## src/rtl/masked_random_feeder.sv

```systemverilog
`default_nettype none
// +--------------------------------------------------------------------------+
// | masked_random_feeder: seeded xorshift64 source of fresh mask randomness   |
// | Revision: 1.0                                                             |
// +--------------------------------------------------------------------------+
module masked_random_feeder #(
  parameter int          NUM_RANDOM      = 18,
  parameter int          WARMUP_CYCLES   = 16,
  parameter logic [63:0] ZERO_SEED_SUBST = 64'h9E3779B97F4A7C15
) (
  input  logic                  in_clock,
  input  logic                  in_reset,
  input  logic [63:0]           in_seed,
  input  logic                  in_seed_valid,
  output logic                  out_seed_ready,
  input  logic                  in_enable,
  output logic [NUM_RANDOM-1:0] out_random,
  output logic                  out_valid,
  output logic                  out_busy
);

  if (NUM_RANDOM < 1 || NUM_RANDOM > 64) begin : g_bad_num_random
    $fatal(1, "masked_random_feeder: NUM_RANDOM must be in 1..64");
  end
  if (WARMUP_CYCLES < 0 || WARMUP_CYCLES > 255) begin : g_bad_warmup
    $fatal(1, "masked_random_feeder: WARMUP_CYCLES must be in 0..255");
  end

  localparam logic [7:0] c_warmup = 8'(WARMUP_CYCLES);

  typedef enum logic [1:0] {
    ST_UNSEEDED = 2'd0,
    ST_WARMUP   = 2'd1,
    ST_RUN      = 2'd2
  } state_t;

  state_t      r_fsm;
  logic [63:0] r_x;
  logic [7:0]  r_cnt;
  logic [63:0] w_x_next;
  logic [63:0] w_seed_eff;

  function automatic logic [63:0] xs(input logic [63:0] x);
    logic [63:0] t;
    t = x ^ (x << 13);
    t = t ^ (t >> 7);
    t = t ^ (t << 17);
    return t;
  endfunction

  assign w_x_next   = xs(r_x);
  assign w_seed_eff = (in_seed == 64'd0) ? ZERO_SEED_SUBST : in_seed;

  always_ff @(posedge in_clock or negedge in_reset) begin
    if (!in_reset) begin
      r_fsm <= ST_UNSEEDED;
      r_x   <= 64'd0;
      r_cnt <= 8'd0;
    end else begin
      case (r_fsm)
        ST_UNSEEDED: begin
          if (in_seed_valid) begin
            r_x   <= w_seed_eff;
            r_cnt <= c_warmup;
            r_fsm <= (c_warmup == 8'd0) ? ST_RUN : ST_WARMUP;
          end
        end
        ST_WARMUP: begin
          r_x   <= w_x_next;
          r_cnt <= r_cnt - 8'd1;
          if (r_cnt == 8'd1) begin
            r_fsm <= ST_RUN;
          end
        end
        ST_RUN: begin
          // A reseed takes priority over consuming the current word.
          if (in_seed_valid) begin
            r_x   <= w_seed_eff;
            r_cnt <= c_warmup;
            r_fsm <= (c_warmup == 8'd0) ? ST_RUN : ST_WARMUP;
          end else if (in_enable) begin
            r_x <= w_x_next;
          end
        end
        default: begin
          r_fsm <= ST_UNSEEDED;
          r_x   <= 64'd0;
          r_cnt <= 8'd0;
        end
      endcase
    end
  end

  assign out_valid      = (r_fsm == ST_RUN);
  assign out_busy       = (r_fsm == ST_WARMUP);
  assign out_seed_ready = (r_fsm != ST_WARMUP);
  assign out_random     = out_valid ? r_x[NUM_RANDOM-1:0] : '0;

endmodule
`default_nettype wire

```

## config.mk

```make
export PLATFORM = sky130hd
export DESIGN_NAME = masked_random_feeder
export DESIGN_NICKNAME = d
export VERILOG_FILES = /design/src/rtl/masked_random_feeder.sv
export SDC_FILE = /design/constraint.sdc
export NUM_CORES = 1
export LEC_CHECK = 0
export CAP_MARGIN = 20
export CORE_ASPECT_RATIO = 0.75
export CORE_MARGIN = 1.5
export CORE_UTILIZATION = 55
export CTS_CLUSTER_SIZE = 28
export DETAILED_ROUTE_END_ITERATION = 6
export PLACE_DENSITY_LB_ADDON = 0.1
export SETUP_SLACK_MARGIN = 0.1
export SLEW_MARGIN = 20
export SYNTH_ARGS = -nofsm -noshare
export SYNTH_HDL_FRONTEND = slang
export SYNTH_SLANG_ARGS = --single-unit
```

## constraint.sdc

```tcl
create_clock -name in_clock -period 2.2 [get_ports in_clock]
set_input_delay 0.33 -clock in_clock [delete_from_list [all_inputs] [get_ports in_clock]]
set_output_delay 0.33 -clock in_clock [all_outputs]
set_load 0.01 [all_outputs]
```

==> results of run 1 <==
cell usage in the layout (no fill, tap or decap), types with 19 or more instances in the layout:
cell / instances
a221o_1: 26
and2_1: 19
buf_4: 64
clkdlybuf4s50_1: 27
dfrtp_1: 73
dlymetal6s2s_1: 51
nand2_1: 50
nor2_1: 26
o21ai_0: 65
xnor2_1: 130
xor2_1: 38
state kept, by name, indices dropped and copies added (netlist names):
signal  cells
r_fsm       2
r_x        64
r_cnt       8
cell type report:
class | count | area, µm²
clock inverters | 3 | 67.6
multi-input cells | 467 | 3490
well taps | 132 | 165
inverters | 9 | 33.8
repair buffers | 163 | 1690
fillers | 623 | 2130
flip-flops and latches | 74 | 1850
clock buffers | 10 | 229
metal layers:
layer | routed length, µm | share of wire (%) | track usage, %
met5 | 0 | 0 | 0
met4 | 612 | 3.3 | 12.0
met3 | 2010 | 11 | 8.10
met2 | 8380 | 45 | 55.3
met1 | 7730 | 41 | 49.4
worst max-delay path: stages:
cell	delay, ns
clkdlybuf4s50_1	0.50
nor4_2	0.30
nand4_1	0.22
nor4_4	0.36
nor2_4	0.14
clkbuf_16	0.18
a221o_1	0.33
final timing paths:
kind | slack [ns] | endpoint | start | cells past startpoint
min in group asynchronous | 0.52 | r_cnt[3] | in_reset | 2
max in group asynchronous | 1.06 | r_fsm[0] | in_reset | 3
setup / recovery | 0.05 | r_x[34] | in_seed[13] | 7
hold reg to reg | 0.52 | r_cnt[2] | r_cnt[2] | 1
hold / removal | 0.31 | r_x[39] | in_seed[39] | 3
setup reg to reg | 0.29 | r_x[34] | r_x[11] | 6
cells by family (layout without fill, tap and decap cells):
logic type,count (synthesis),after routing
AO/OA/AOI/OAI,152,152
XOR/XNOR,174,174
adder cells (fa/ha/maj),2,2
buffers and inverters,61,185
flip-flops,74,74
AND/OR/NAND/NOR,139,139
through the flow:
step / hold slack [ns] / utilization, % / worst slack [ns] / cell area (µm²) / cells
floorplan: 0.0344 / - / 0.412 / 5470 / 602
global placement: 0.350 / 71.1 / -0.322 / 6870 / 836
detailed placement: 0.355 / 71.1 / -0.352 / 6870 / 836
CTS: 0.445 / 75.1 / 0.0942 / 7250 / 855
global route: 0.312 / 77.9 / 0.0441 / 7520 / 858
finish: 0.310 / 77.9 / 0.0458 / 7520 / 858
what timing repair did:
item / in CTS / in global routing
hold buffers: 1 / 0
cloned: 1 / 2
hold endpoints to repair: 6 / 0
endpoints found under the setup margin: 50 / 77
setup buffers: 4 / 1
pin swaps: 2 / 19
gates resized for setup: 20 / 67
==> impl_metrics.csv, run 1 <==
group,metric,value,unit
clocking,path_clk_slew,0.06,ns
synthesis,yosysTopAreaCellShare,33.9,%
synthesis,synth_seq_area_share,33.9,%
grt,antenna_found_initial,0,
timing,slew_viol_final,0,
timing,timing.fmax,464,MHz
synthesis,synth_common_cells,"130 x xnor2_1, 74 x dfrtp_1, 65 x o21ai_0",
synthesis,netlist_area,5470,µm²
setup_path,cp_max_fo,5,
grt,grt_overflow_total,0,
synthesis,ys_ff_latch,74,
cells_and_area,drive_above_1_share,15.6,%
clocking,cts_tree,"built",
clocking,htree_levels,3,
synthesis,synth-edff-count,0,
grt,grt_max_degree,45,
floorplanning,dieWidth,118,µm
run_status,status,"finished, final reports clean",
setup_path,arrival,2.37,ns
synthesis,synth_top_family_by_area,"XOR/XNOR gates",
route,wl,18.7,mm
synthesis,yosys-top-cells-area,"dfrtp_1 34%, xnor2_1 21%, xor2_1 6.1%, o21ai_0 5.9%, a221o_1 4.8%",
clocking,numCtsBuffers,9,
timing,hold_viol,0,
cells_and_area,diodes,0,
floorplanning,ios,89,
route,routedWlPerCell,21.8,µm
floorplanning,rows,31,
timing,max_slew_margin,62.6,%
clocking,clkLatencyLatePin,0.34,ns
synthesis,synth_top_cell_by_area,"dfrtp_1",
placement,place.gp.congestion,0.939,
route,routed-via-count,5347,
floorplanning,core,9660,µm²
synthesis,syn_area_per_cell,9.08,µm²
clocking,cts_sinks,74,
route,drtAntennaViolNets,0,
setup_path,end_kind,"register",
setup_path,path_class,"input port to register",
synthesis,synthDistinctLibCells,40,
floorplanning,dieArea,10600,µm²
setup_path,startpoint_type,"input port",
timing,finalSetupViolCount,0,
timing,period_needed,2.15,ns
run,maxCapViolCount,0,
synthesis,synth-main-ff-cell,"dfrtp_1",
setup_path,cp.required,2.42,ns
timing,min_period_over_period,97.9,%
placement,port_buffers,88,
cells_and_area,area_growth,37.6,%
grt,grt_pass1_wl,28.2,mm
synthesis,synth_compound_gate_area_share,18.7,%
route,drtIter0Drc,534,
timing,clock_skew,0.00879,ns
clocking,clk_path_buf_depth,2,
clocking,cts_root_buf,"clkbuf_16",
timing,finalSetupTns,0,ns
synthesis,synth.area.mux_share,0,%
synthesis,post-synth-top-count-cell,"xnor2_1",
cells_and_area,fin_nets,794,
route,dr.pass1.iters,5,
synthesis,synth_xor_area_share,29.4,%
synthesis,netlist_instances,602,
route,drc,0,
grt,grt_pass1_vias,5073,
timing,worst_slew_pin_slew,0.557,ns
synthesis,synth-simple-area-share,12.7,%
placement,place_hpwl,13.4,mm
synthesis,synthAdderAreaFrac,0.458,%
synthesis,async_flop_share,100,%
hold_path,holdCritPathClass,"input port to register",
timing,grt_setup_unrepaired,"false",
route,viasPerCell,6.23,
synthesis,syn_nets,672,
grt,grt.total_usage,35.5,%
synthesis,synth_warnings,0,
floorplanning,start_util,56.6,%
floorplanning,die_y,89.4,µm
Power of run 1 is left out: the tool's default activity adds up to more than one toggle a clock period on the data nets, which glitch-free logic cannot reach.
==> run 2: changes to the inputs <==
--- a/config.mk
+++ b/config.mk
@@ -11,6 +11,7 @@
 export CORE_UTILIZATION = 55
 export CTS_CLUSTER_SIZE = 28
 export DETAILED_ROUTE_END_ITERATION = 6
+export HOLD_SLACK_MARGIN = 0.15
 export PLACE_DENSITY_LB_ADDON = 0.1
 export SETUP_SLACK_MARGIN = 0.1
 export SLEW_MARGIN = 20
==> results of run 2 <==
Same layout as run 1: the final DEF is identical, and so are final timing and power.
Power of run 2 is left out for the same reason.
==> run 3: changes to the inputs <==
--- a/config.mk
+++ b/config.mk
@@ -11,8 +11,8 @@
 export CORE_UTILIZATION = 55
 export CTS_CLUSTER_SIZE = 28
 export DETAILED_ROUTE_END_ITERATION = 6
-export HOLD_SLACK_MARGIN = 0.15
 export PLACE_DENSITY_LB_ADDON = 0.1
+export RECOVER_POWER = 100
 export SETUP_SLACK_MARGIN = 0.1
 export SLEW_MARGIN = 20
 export SYNTH_ARGS = -nofsm -noshare
==> run 3 against run 2 <==
The run now ends with setup timing left. Wire length hardly changed. Sequential share of layout area up 0.34 points. Worst setup slack got worse by 0.058 ns. Clock-buffer cell count unchanged. Utilization is 1.1 points lower. Non-clock buffer count unchanged. Clock skew barely moved. Critical endpoint is now r_x[61]. Largest cell class unchanged. Highest routed layer unchanged.
==> impl_metrics.csv, run 3 (synthesis gave the netlist of run 1 again) <==
group,metric,value,unit
floorplanning,rows,31,
cells_and_area,drive_above_1_share,14.9,%
floorplanning,die_y,89.4,µm
clocking,htree_levels,3,
floorplanning,core,9660,µm²
route,drtAntennaViolNets,0,
cells_and_area,top_register,"r_x",
cells_and_area,final_common_cell,"xnor2_1",
grt,grt_pass1_wl,28.2,mm
cells_and_area,seq_area,1850,µm²
cells_and_area,diodes,0,
timing,worst_slew_pin_slew,1.11,ns
grt,grt_max_degree,45,
hold_path,holdCritPathClass,"input port to register",
grt,grt.total_usage,35.5,%
route,drtIter0Drc,535,
placement,place_hpwl,13.4,mm
cells_and_area,fin_nets,794,
cells_and_area,n_fill_cell,643,
timing,slew_viol_final,0,
placement,place.gp.congestion,0.939,
run_status,violations,"setup timing",
setup_path,cp.required,2.42,ns
timing,grt_setup_unrepaired,"false",
grt,grt-busiest-layer,"met2",
grt,use_met3,8.10,%
floorplanning,start_util,56.6,%
run_status,status,"finished, violations left",
cells_and_area,mostFrequentLayoutCells,"130 x xnor2_1, 73 x dfrtp_1, 67 x o21ai_0, 55 x buf_4, 50 x nand2_1",
run,maxCapViolCount,0,
timing,finalSetupTns,-0.0386,ns
setup_path,end_kind,"register",
floorplanning,ios,89,
timing,min_period_over_period,101,%
grt,grt_overflow_total,0,
timing,finalSetupViolCount,5,
setup_path,cpPeakStageDelay,0.51,ns
timing,timing.fmax,452,MHz
timing,whs,0.310,ns
setup_path,crit_chain,"clkdlybuf4s50_1, nor4_2, nand4_1, nor4_4, nor2_2, clkbuf_2, a221o_1",
clocking,cts_tree,"built",
cells_and_area,area_growth,35.7,%
grt,grt_use_met1,49.4,%
cells_and_area,top_regs,"r_x x64, r_cnt x8, r_fsm x2",
timing,clock_skew,0.00914,ns
route,drc,0,
clocking,clkLatencyLatePin,0.34,ns
route,routedWlPerCell,21.9,µm
setup_path,arrival,2.43,ns
placement,post_dp_cell_area,6870,µm²
grt,antenna_found_initial,0,
route,viasPerCell,6.15,
clocking,cts_root_buf,"clkbuf_16",
route,dr.pass1.iters,5,
clocking,path_clk_slew,0.06,ns
setup_path,critical-path-slowest-cell,"clkdlybuf4s50_1",
timing,hold_viol,0,
timing,period_needed,2.21,ns
grt,grt_pass1_vias,5073,
setup_path,cp_max_fo,5,
timing,max_slew_margin,26.2,%
cells_and_area,multi_input_area,3480,µm²
grt,groute.layer.met2.usage,55.3,%
clocking,clk_path_buf_depth,2,
setup_path,path_class,"input port to register",
cells_and_area,largest_register_ff_count,64,
clocking,cts_sinks,74,
cells_and_area,design_area,7420,µm²
floorplanning,dieWidth,118,µm
timing,worst_slack,-0.0123,ns
floorplanning,dieArea,10600,µm²
placement,port_buffers,88,
route,wl,18.8,mm
route,routed-via-count,5275,
clocking,numCtsBuffers,9,
setup_path,startpoint_type,"input port",
-- run 3: worst paths after layout --
check	startpoint	end	slack (ns)	depth (start not counted)
max in group asynchronous	in_reset	r_fsm[0]	0.69	3
setup / recovery	in_seed[13]	r_x[61]	-0.01	7
hold / removal	in_seed[39]	r_x[39]	0.31	3
min in group asynchronous	in_reset	r_cnt[3]	0.73	2
setup reg to reg	r_fsm[1]	r_x[19]	0.18	6
hold reg to reg	r_cnt[2]	r_cnt[2]	0.52	1
-- run 3: critical path: cells and delay by family --
family          cells  cell delay, ns
compound gates      1            0.37
buf+inv             2            0.72
simple gates        4            1.01
-- run 3: area by class of cell --
| type | instances | share of cell area, % |
|---|---|---|
| multi-input combinational | 467 | 46.9 |
| tap | 132 | 2.23 |
| clock buffer | 10 | 3.08 |
| inverter | 9 | 0.455 |
| clock inverter | 3 | 0.910 |
| sequential | 74 | 25.0 |
| timing repair buffer | 163 | 21.5 |
-- run 3: layer usage --
| metal | share of wire, % | wire length, µm | vias up |
|---|---|---|---|
| met5 | 0 | 0 | - |
| met4 | 3.1 | 572 | 0 |
| met3 | 11 | 2100 | 61 |
| met2 | 45 | 8440 | 341 |
| met1 | 41 | 7640 | 2540 |
| li1 | - | - | 2333 |
-- run 3: through the flow --
step                      cells  utilization (%)  setup WS (ns)
after floorplan             602                -          0.412
after global placement      836             71.1         -0.322
after detailed placement    836             71.1         -0.352
after CTS                   855             75.1         0.0942
after global routing        858             76.8         0.0107
final                       858             76.8        -0.0123
-- run 3: what timing repair did --
action / CTS / global route
gates resized for setup: 20 / 67
cloned: 1 / 2
setup buffers: 4 / 1
pin swaps: 2 / 19
hold buffers: 1 / 0
endpoints found under the hold margin: 6 / 0
endpoints found under the setup margin: 50 / 77
Power of run 3 is left out for the same reason.
